`config.mk`:
```
export PLATFORM = sky130hd
export DESIGN_NAME = seq_mul
export DESIGN_NICKNAME = d
export VERILOG_FILES = /design/src/rtl/seq_mul.sv
export SDC_FILE = /design/constraint.sdc
export NUM_CORES = 1
export LEC_CHECK = 0
export CORE_UTILIZATION = 56
export DETAILED_ROUTE_END_ITERATION = 6
export DONT_BUFFER_PORTS = 1
export PLACE_DENSITY = 0.82
export SYNTH_ARGS = -nofsm -noshare
export SYNTH_HDL_FRONTEND = slang
export SYNTH_SLANG_ARGS = --single-unit
```
`constraint.sdc`:
```
create_clock -name clk -period 1.9 [get_ports clk]
set_input_delay 0.285 -clock clk [delete_from_list [all_inputs] [get_ports clk]]
set_output_delay 0.285 -clock clk [all_outputs]
set_load 0.05 [all_outputs]
```
`src/rtl/seq_mul.sv`:
```
// Sequential radix-2 shift-add multiplier over a 4-bit CLA slice chain; WIDTH cycles per product.
// Define SEQ_MUL_SIGNED_EN for two's-complement operands using radix-2 Booth recoding.
`timescale 1ns/1ps

module seq_mul #(
  parameter int unsigned WIDTH = 8
) (
  input  logic                 clk,
  input  logic                 reset,
  input  logic                 start,
  input  logic [WIDTH-1:0]     multiplicand,
  input  logic [WIDTH-1:0]     multiplier,
  output logic                 busy,
  output logic                 done,
  output logic [2*WIDTH-1:0]   result
);

  localparam int unsigned CNT_W = (WIDTH > 1) ? $clog2(WIDTH) : 1;
  localparam logic [CNT_W-1:0] LAST = CNT_W'(WIDTH - 1);
  localparam int unsigned SLICES = WIDTH / 4;

  typedef enum logic [1:0] {
    S_IDLE,
    S_EXEC,
    S_DONE
  } state_e;

  state_e               state_q, state_d;
  logic [WIDTH-1:0]     hi_q, hi_d;
  logic [WIDTH-1:0]     lo_q, lo_d;
  logic [WIDTH-1:0]     mcand_q, mcand_d;
  logic [CNT_W-1:0]     cnt_q, cnt_d;
  logic [2*WIDTH-1:0]   result_q, result_d;
  logic                 busy_q, done_q;

  logic [WIDTH-1:0]     add_b;
  logic                 add_ci;
  logic [WIDTH-1:0]     sum;
  logic                 cout;
  logic                 carry;
  logic                 shift_msb;

  function automatic logic [4:0] cla4(input logic [3:0] a, input logic [3:0] b, input logic c0);
    logic [3:0] g, p;
    logic       c1, c2, c3, c4;
    g  = a & b;
    p  = a ^ b;
    c1 = g[0] | (p[0] & c0);
    c2 = g[1] | (p[1] & g[0]) | (p[1] & p[0] & c0);
    c3 = g[2] | (p[2] & g[1]) | (p[2] & p[1] & g[0]) | (p[2] & p[1] & p[0] & c0);
    c4 = g[3] | (p[3] & g[2]) | (p[3] & p[2] & g[1]) | (p[3] & p[2] & p[1] & g[0])
       | (p[3] & p[2] & p[1] & p[0] & c0);
    return {c4, p ^ {c3, c2, c1, c0}};
  endfunction

`ifdef SEQ_MUL_SIGNED_EN
  logic qm1_q, qm1_d;

  always_comb begin
    add_b  = '0;
    add_ci = 1'b0;
    case ({lo_q[0], qm1_q})
      2'b01:   add_b = mcand_q;
      2'b10: begin
        add_b  = ~mcand_q;
        add_ci = 1'b1;
      end
      default: add_b = '0;
    endcase
  end

  // True sign of the (WIDTH+1)-bit sum, immune to overflow of the WIDTH-bit adder.
  assign shift_msb = hi_q[WIDTH-1] ^ add_b[WIDTH-1] ^ cout;
`else
  always_comb begin
    add_b  = lo_q[0] ? mcand_q : '0;
    add_ci = 1'b0;
  end

  assign shift_msb = cout;
`endif

  always_comb begin
    sum   = '0;
    carry = add_ci;
    for (int unsigned s = 0; s < SLICES; s++) begin
      {carry, sum[4*s +: 4]} = cla4(hi_q[4*s +: 4], add_b[4*s +: 4], carry);
    end
    cout = carry;
  end

  always_comb begin
    state_d  = state_q;
    hi_d     = hi_q;
    lo_d     = lo_q;
    mcand_d  = mcand_q;
    cnt_d    = cnt_q;
    result_d = result_q;
`ifdef SEQ_MUL_SIGNED_EN
    qm1_d    = qm1_q;
`endif
    case (state_q)
      S_IDLE, S_DONE: begin
        if (start) begin
          mcand_d = multiplicand;
          hi_d    = '0;
          lo_d    = multiplier;
          cnt_d   = '0;
`ifdef SEQ_MUL_SIGNED_EN
          qm1_d   = 1'b0;
`endif
          state_d = S_EXEC;
        end else begin
          state_d = S_IDLE;
        end
      end
      S_EXEC: begin
        hi_d  = {shift_msb, sum[WIDTH-1:1]};
        lo_d  = {sum[0], lo_q[WIDTH-1:1]};
        cnt_d = cnt_q + CNT_W'(1);
`ifdef SEQ_MUL_SIGNED_EN
        qm1_d = lo_q[0];
`endif
        if (cnt_q == LAST) begin
          state_d  = S_DONE;
          result_d = {hi_d, lo_d};
        end
      end
      default: state_d = S_IDLE;
    endcase
  end

  always_ff @(posedge clk or posedge reset) begin
    if (reset) begin
      state_q  <= S_IDLE;
      hi_q     <= '0;
      lo_q     <= '0;
      mcand_q  <= '0;
      cnt_q    <= '0;
      result_q <= '0;
      busy_q   <= 1'b0;
      done_q   <= 1'b0;
`ifdef SEQ_MUL_SIGNED_EN
      qm1_q    <= 1'b0;
`endif
    end else begin
      state_q  <= state_d;
      hi_q     <= hi_d;
      lo_q     <= lo_d;
      mcand_q  <= mcand_d;
      cnt_q    <= cnt_d;
      result_q <= result_d;
      busy_q   <= (state_d == S_EXEC);
      done_q   <= (state_d == S_DONE);
`ifdef SEQ_MUL_SIGNED_EN
      qm1_q    <= qm1_d;
`endif
    end
  end

  assign busy   = busy_q;
  assign done   = done_q;
  assign result = result_q;

endmodule

```
-- Yosys cells after proc, flatten, opt, wreduce, memory -nomap -nowiden
Index checks and enable logic that the tools add are counted.
- flip-flop bits (word level): 47
- bits of input ports: 19
- output and inout port bits: 18
- word-level logic and storage cells: 78
- add/sub/neg operators: 1
- equality and inequality tests: 6
- muxes and demuxes: 10
- bitwise operators: 47
- reductions and logical operators: 6
- operators by type and width (operator ; number):
    case mux 8 bit (2 select lines) ; 2
    AND 1 bit ; 25
    two-way mux 8 bit ; 3
    OR 1 bit ; 16
    bitwise XOR 4 bit ; 4
    AND 4 bit ; 2
    case mux 3 bit (2 select lines) ; 1
    AND reduction 2 bit ; 3
    == test 2 x 1 -> 1 bit (second input constant) ; 2
    == test 2 bit (second input constant) ; 2
    case mux 2 bit (2 select lines) ; 1
    adder 3 x 1 -> 3 bit (second input constant) ; 1
    == test 3 bit (second input constant) ; 1
    two-way mux 3 bit ; 1
    logical NOT 2 bit ; 1
    two-way mux 2 bit ; 1
    inequality test 2 bit (second input constant) ; 1
    nonzero test 2 bit ; 1
    OR reduction 2 bit ; 1
    two-way mux 1 bit ; 1

-- Depth between registers and ports, before layout
- word-level depth: 10
- mapped depth: 7
- mapped depth without buffers: 7

-- Least setup slack after synthesis
Ideal clock, no wire load.
- kind: flip-flop to flip-flop
- from: register lo_q[0]
- to: register hi_q[3]
- setup time: 0.083 ns
- data arrival time: 1.879 ns
- data required time: 1.817 ns
- setup slack: -0.062 ns
- stages on the path, launching flop included: 7
- path buffers: 0
- period minus slack after synthesis: 1.962 ns
- cells stage by stage: dfrtp_1 > and2_1 > ha_1 > a21o_2 > a21oi_2 > fa_1 > o21ai_0
- cells in the longest elaborated chain, start to end: 8
- elaborated cells on any way between the ends: 14
- those cells by class: mux (2); bitwise (12)
- ends and longest elaborated chain (item ; RTL line ; RTL):
    from (decl) ; 30 ; logic [WIDTH-1:0] lo_q, lo_d;
    from (signal assigned) ; 149 ; lo_q <= lo_d;
    two-way mux 8 bit * ; 76 ; add_b = lo_q[0] ? mcand_q : '0;
    bitwise XOR 4 bit / AND 4 bit (equally long branches) ; 47, 46 ;
    AND 1 bit (on tied branches) ; n/a ;
    OR 1 bit, or another cell as far along ; 51 ; c4 = g[3] | (p[3] & g[2]) | (p[3] & p[2] & g[1]) | (p[3] & p[2] & p[1] & g[0])
    OR 1 bit / AND 1 bit (equally long branches) ; 51 ;
    OR 1 bit ; 51 ;
    bitwise XOR 4 bit * ; 53 ; return {c4, p ^ {c3, c2, c1, c0}};
    case mux 8 bit (2 select lines) * ; 102 ; case (state_q)
    to (signal assigned) ; 148 ; hi_q <= hi_d;
    to (decl) ; 29 ; logic [WIDTH-1:0] hi_q, hi_d;
Mark *: on every way between the ends. The rest lies on a longest branch, timed or not.
A chain may end at the register's enable or synchronous reset.

-- Worst setup path after layout
Same ends and word-level chain as after synthesis.

==> out/results.ini <==
[detailed_routing]
routed-via-count = 1449
drt_pre_antenna_iters = 4
wl_per_cell_um = 15.2
drt_iter0_drc = 70
drt_drc_violations_left = 0
vias_per_cell = 5.45
wirelength_mm = 4.04
ant_nets = 0

[sta]
finalHoldViolCount = 35
tightestPinTransition_ns = 0.757
shortest_period_the_worst_path_allows_ns = 1.91
worst_slew_margin_rel = 0.494
final_critical_path_setup_slack_ns = -0.0135
hold-worst-slack_ns = -0.0130
max_clock_freq_ghz = 0.523
post-route-period-util = 1.01
skew_ns = 0.00704
rsz0062_at_grt = yes
setup-violations-final = 1
drv_slew = 0

[floorplan]
fp.dieH_um = 63.6
die_width_um = 63.6
design.portCount = 37
design.core.area_um2 = 3660
floorplan.die_area_um2 = 4050
initial_cell_density_of_the_core = 0.581
placementRows = 22

[synth]
synth_async_sr_flop_share = 1.00
synth.cell_area_um2 = 2130
seq_area_frac_synth = 0.553
post-synth-top-count-cell = sky130_fd_sc_hd__nand2_1
synth_seq_cells = 47
ys_warn_count = 0
synth_area_leader_cell = sky130_fd_sc_hd__dfrtp_1
synth.distinct_cells = 29
synthCells = 205
synth_edf_count = 0
synthTopCellsByCount = 56 x sky130_fd_sc_hd__nand2_1, 47 x sky130_fd_sc_hd__dfrtp_1, 15 x sky130_fd_sc_hd__o21ai_0, 10 x sky130_fd_sc_hd__ha_1
synthesis.nets = 236
synth.avg_cell_area_um2 = 10.4
top_ff_cell_synth = sky130_fd_sc_hd__dfrtp_1
post-synth-top-area-fraction = 0.553
post_synth_main_area_contributors = sky130_fd_sc_hd__dfrtp_1 55%, sky130_fd_sc_hd__nand2_1 9.9%, sky130_fd_sc_hd__ha_1 5.9%, sky130_fd_sc_hd__mux2_2 4.8%, sky130_fd_sc_hd__o21ai_0 3.5%

[clock_network]
clock-sinks = 47
cts_tree = yes
path_clk_slew_ns = 0.08
ctsLongestPathBuffers = 2
post_cts.repair.setup_buffers = 0
insertion_delay_ns = 0.31
clockRootBuffer = sky130_fd_sc_hd__clkbuf_8
cts.htree.levels = 2
cts_buffers = 5

[global_routing]
pin_count_of_the_biggest_net_entering_global_routing = 38
initial_antenna_violation_count = 0
grt_usage = 0.229
grt_pass1_wl_mm = 7.00
global_route.overflow_total = 0
first_global_vias = 1495

[place]
port-buffer-count = 0
gp_weighted_congestion = 0.813
place_hpwl_mm = 2.81

[setup_path]
setup.worst_path.end_class = flip-flop
startpoint = lo_q[0]
timing.setup.critical_path_class = reg2reg
critical_path.reg2reg.startpoint = lo_q[0]
reg2reg_setup_slack_ns = -0.01
critPathRequiredTime_ns = 2.13
critical_path_peak_fanout = 5
crit_path_start_kind = flip-flop
worst-endpoint-arrival_ns = 2.15
reg2regPathDepth = 6
crit-reg2reg-capture = hi_q[3]

[run_status]
run_status = complete, but fails checks
violations = hold timing, setup timing

[hold_path]
hold_path_class = in2async

[final_layout]
design.final.nets = 248
num_antenna_cells = 0
syn_to_final_growth_pct = 15.2
drive_above_1_share = 0.234

[run]
max_cap_viol_count = 0

flip-flops by register name, summed over array words and instances (netlist names):
| signal | count |
|---|---|
| busy | 1 |
| cnt_q | 3 |
| done | 1 |
| hi_q | 8 |
| lo_q | 8 |
| mcand_q | 8 |
| result | 16 |
| state_q | 2 |
cells by family (layout without fill, tap and decap cells):
group | Yosys count | in the layout | synth area share
buffers and inverters | 15 | 28 | 0.0300
XOR/XNOR | 5 | 5 | 0.0206
AO/OA/AOI/OAI | 39 | 39 | 0.117
adder cells (fa/ha/maj) | 12 | 12 | 0.0777
multiplexers | 9 | 9 | 0.0477
AND/OR/NAND/NOR | 78 | 78 | 0.154
flip-flops | 47 | 47 | 0.553
layout by cell type, fill, tap and decap left out, types with 5 or more instances in the layout:
cell	instances
sky130_fd_sc_hd__nand2_1	56
sky130_fd_sc_hd__dfrtp_1	47
sky130_fd_sc_hd__mux2_2	9
sky130_fd_sc_hd__nor2_1	8
sky130_fd_sc_hd__buf_4	14
sky130_fd_sc_hd__ha_4	5
sky130_fd_sc_hd__o21ai_1	6
sky130_fd_sc_hd__a31oi_1	9
sky130_fd_sc_hd__and2_1	5
sky130_fd_sc_hd__o21ai_0	10
sky130_fd_sc_hd__clkbuf_8	5
stage by stage:
stage | utilization | TNS (ns) | setup WS, ns | cell area [µm²] | std cells
after floorplan | - | 0 | 0.0188 | 2160 | 205
after global placement | 0.623 | 0 | 0.00976 | 2280 | 258
after detailed placement | 0.623 | -0.0923 | -0.0558 | 2280 | 258
after CTS | 0.651 | -0.0271 | -0.0198 | 2380 | 266
after global routing | 0.669 | -0.247 | -0.0796 | 2450 | 266
final | 0.669 | -0.0135 | -0.0135 | 2450 | 266
worst max-delay path, stage by stage, from the launching register on:
cell and delay [ns]:
sky130_fd_sc_hd__dfrtp_1 0.42, sky130_fd_sc_hd__and2_4 0.16, sky130_fd_sc_hd__ha_4 0.22, sky130_fd_sc_hd__a41o_1 0.24, sky130_fd_sc_hd__a21oi_4 0.18, sky130_fd_sc_hd__fa_2 0.48, sky130_fd_sc_hd__o21ai_1 0.13
how the worst max path moves through the flow:
| stage | cells past startpoint | to |
|---|---|---|
| 2_1_floorplan | 6 | hi_q[3] |
| 3_3_place_gp | 7 | result[12] |
| 3_5_place_dp | 6 | result[11] |
| 4_1_cts | 7 | hi_q[4] |
| 5_1_grt | 6 | hi_q[3] |
| 6_report | 6 | hi_q[3] |
metal layers:
metal / up-vias / wire length (µm) / track usage
met4: 0 / 66 / 0.0938
met5: - / 0 / 0
met1: 695 / 1740 / 0.305
met2: 38 / 2040 / 0.363
met3: 7 / 191 / 0.0489
li1: 709 / - / -
cell type report:
class                      count  area (µm²)
multi-input combinational    143        1000
clock buffer                   7        76.3
inverter                       6        22.5
fill                         284        1210
clock inverter                 1        5.00
tap                           48        60.1
sequential                    47        1180
timing repair buffer          14         105
timing repair:
item	4_1_cts	5_1_grt
gates resized for setup	7	14
hold buffers	0	0
pin swaps	4	9
setup endpoints to repair	4	16
Power is left out: the tool's default activity adds up to more than one toggle a clock period on the data nets, which glitch-free logic cannot reach.
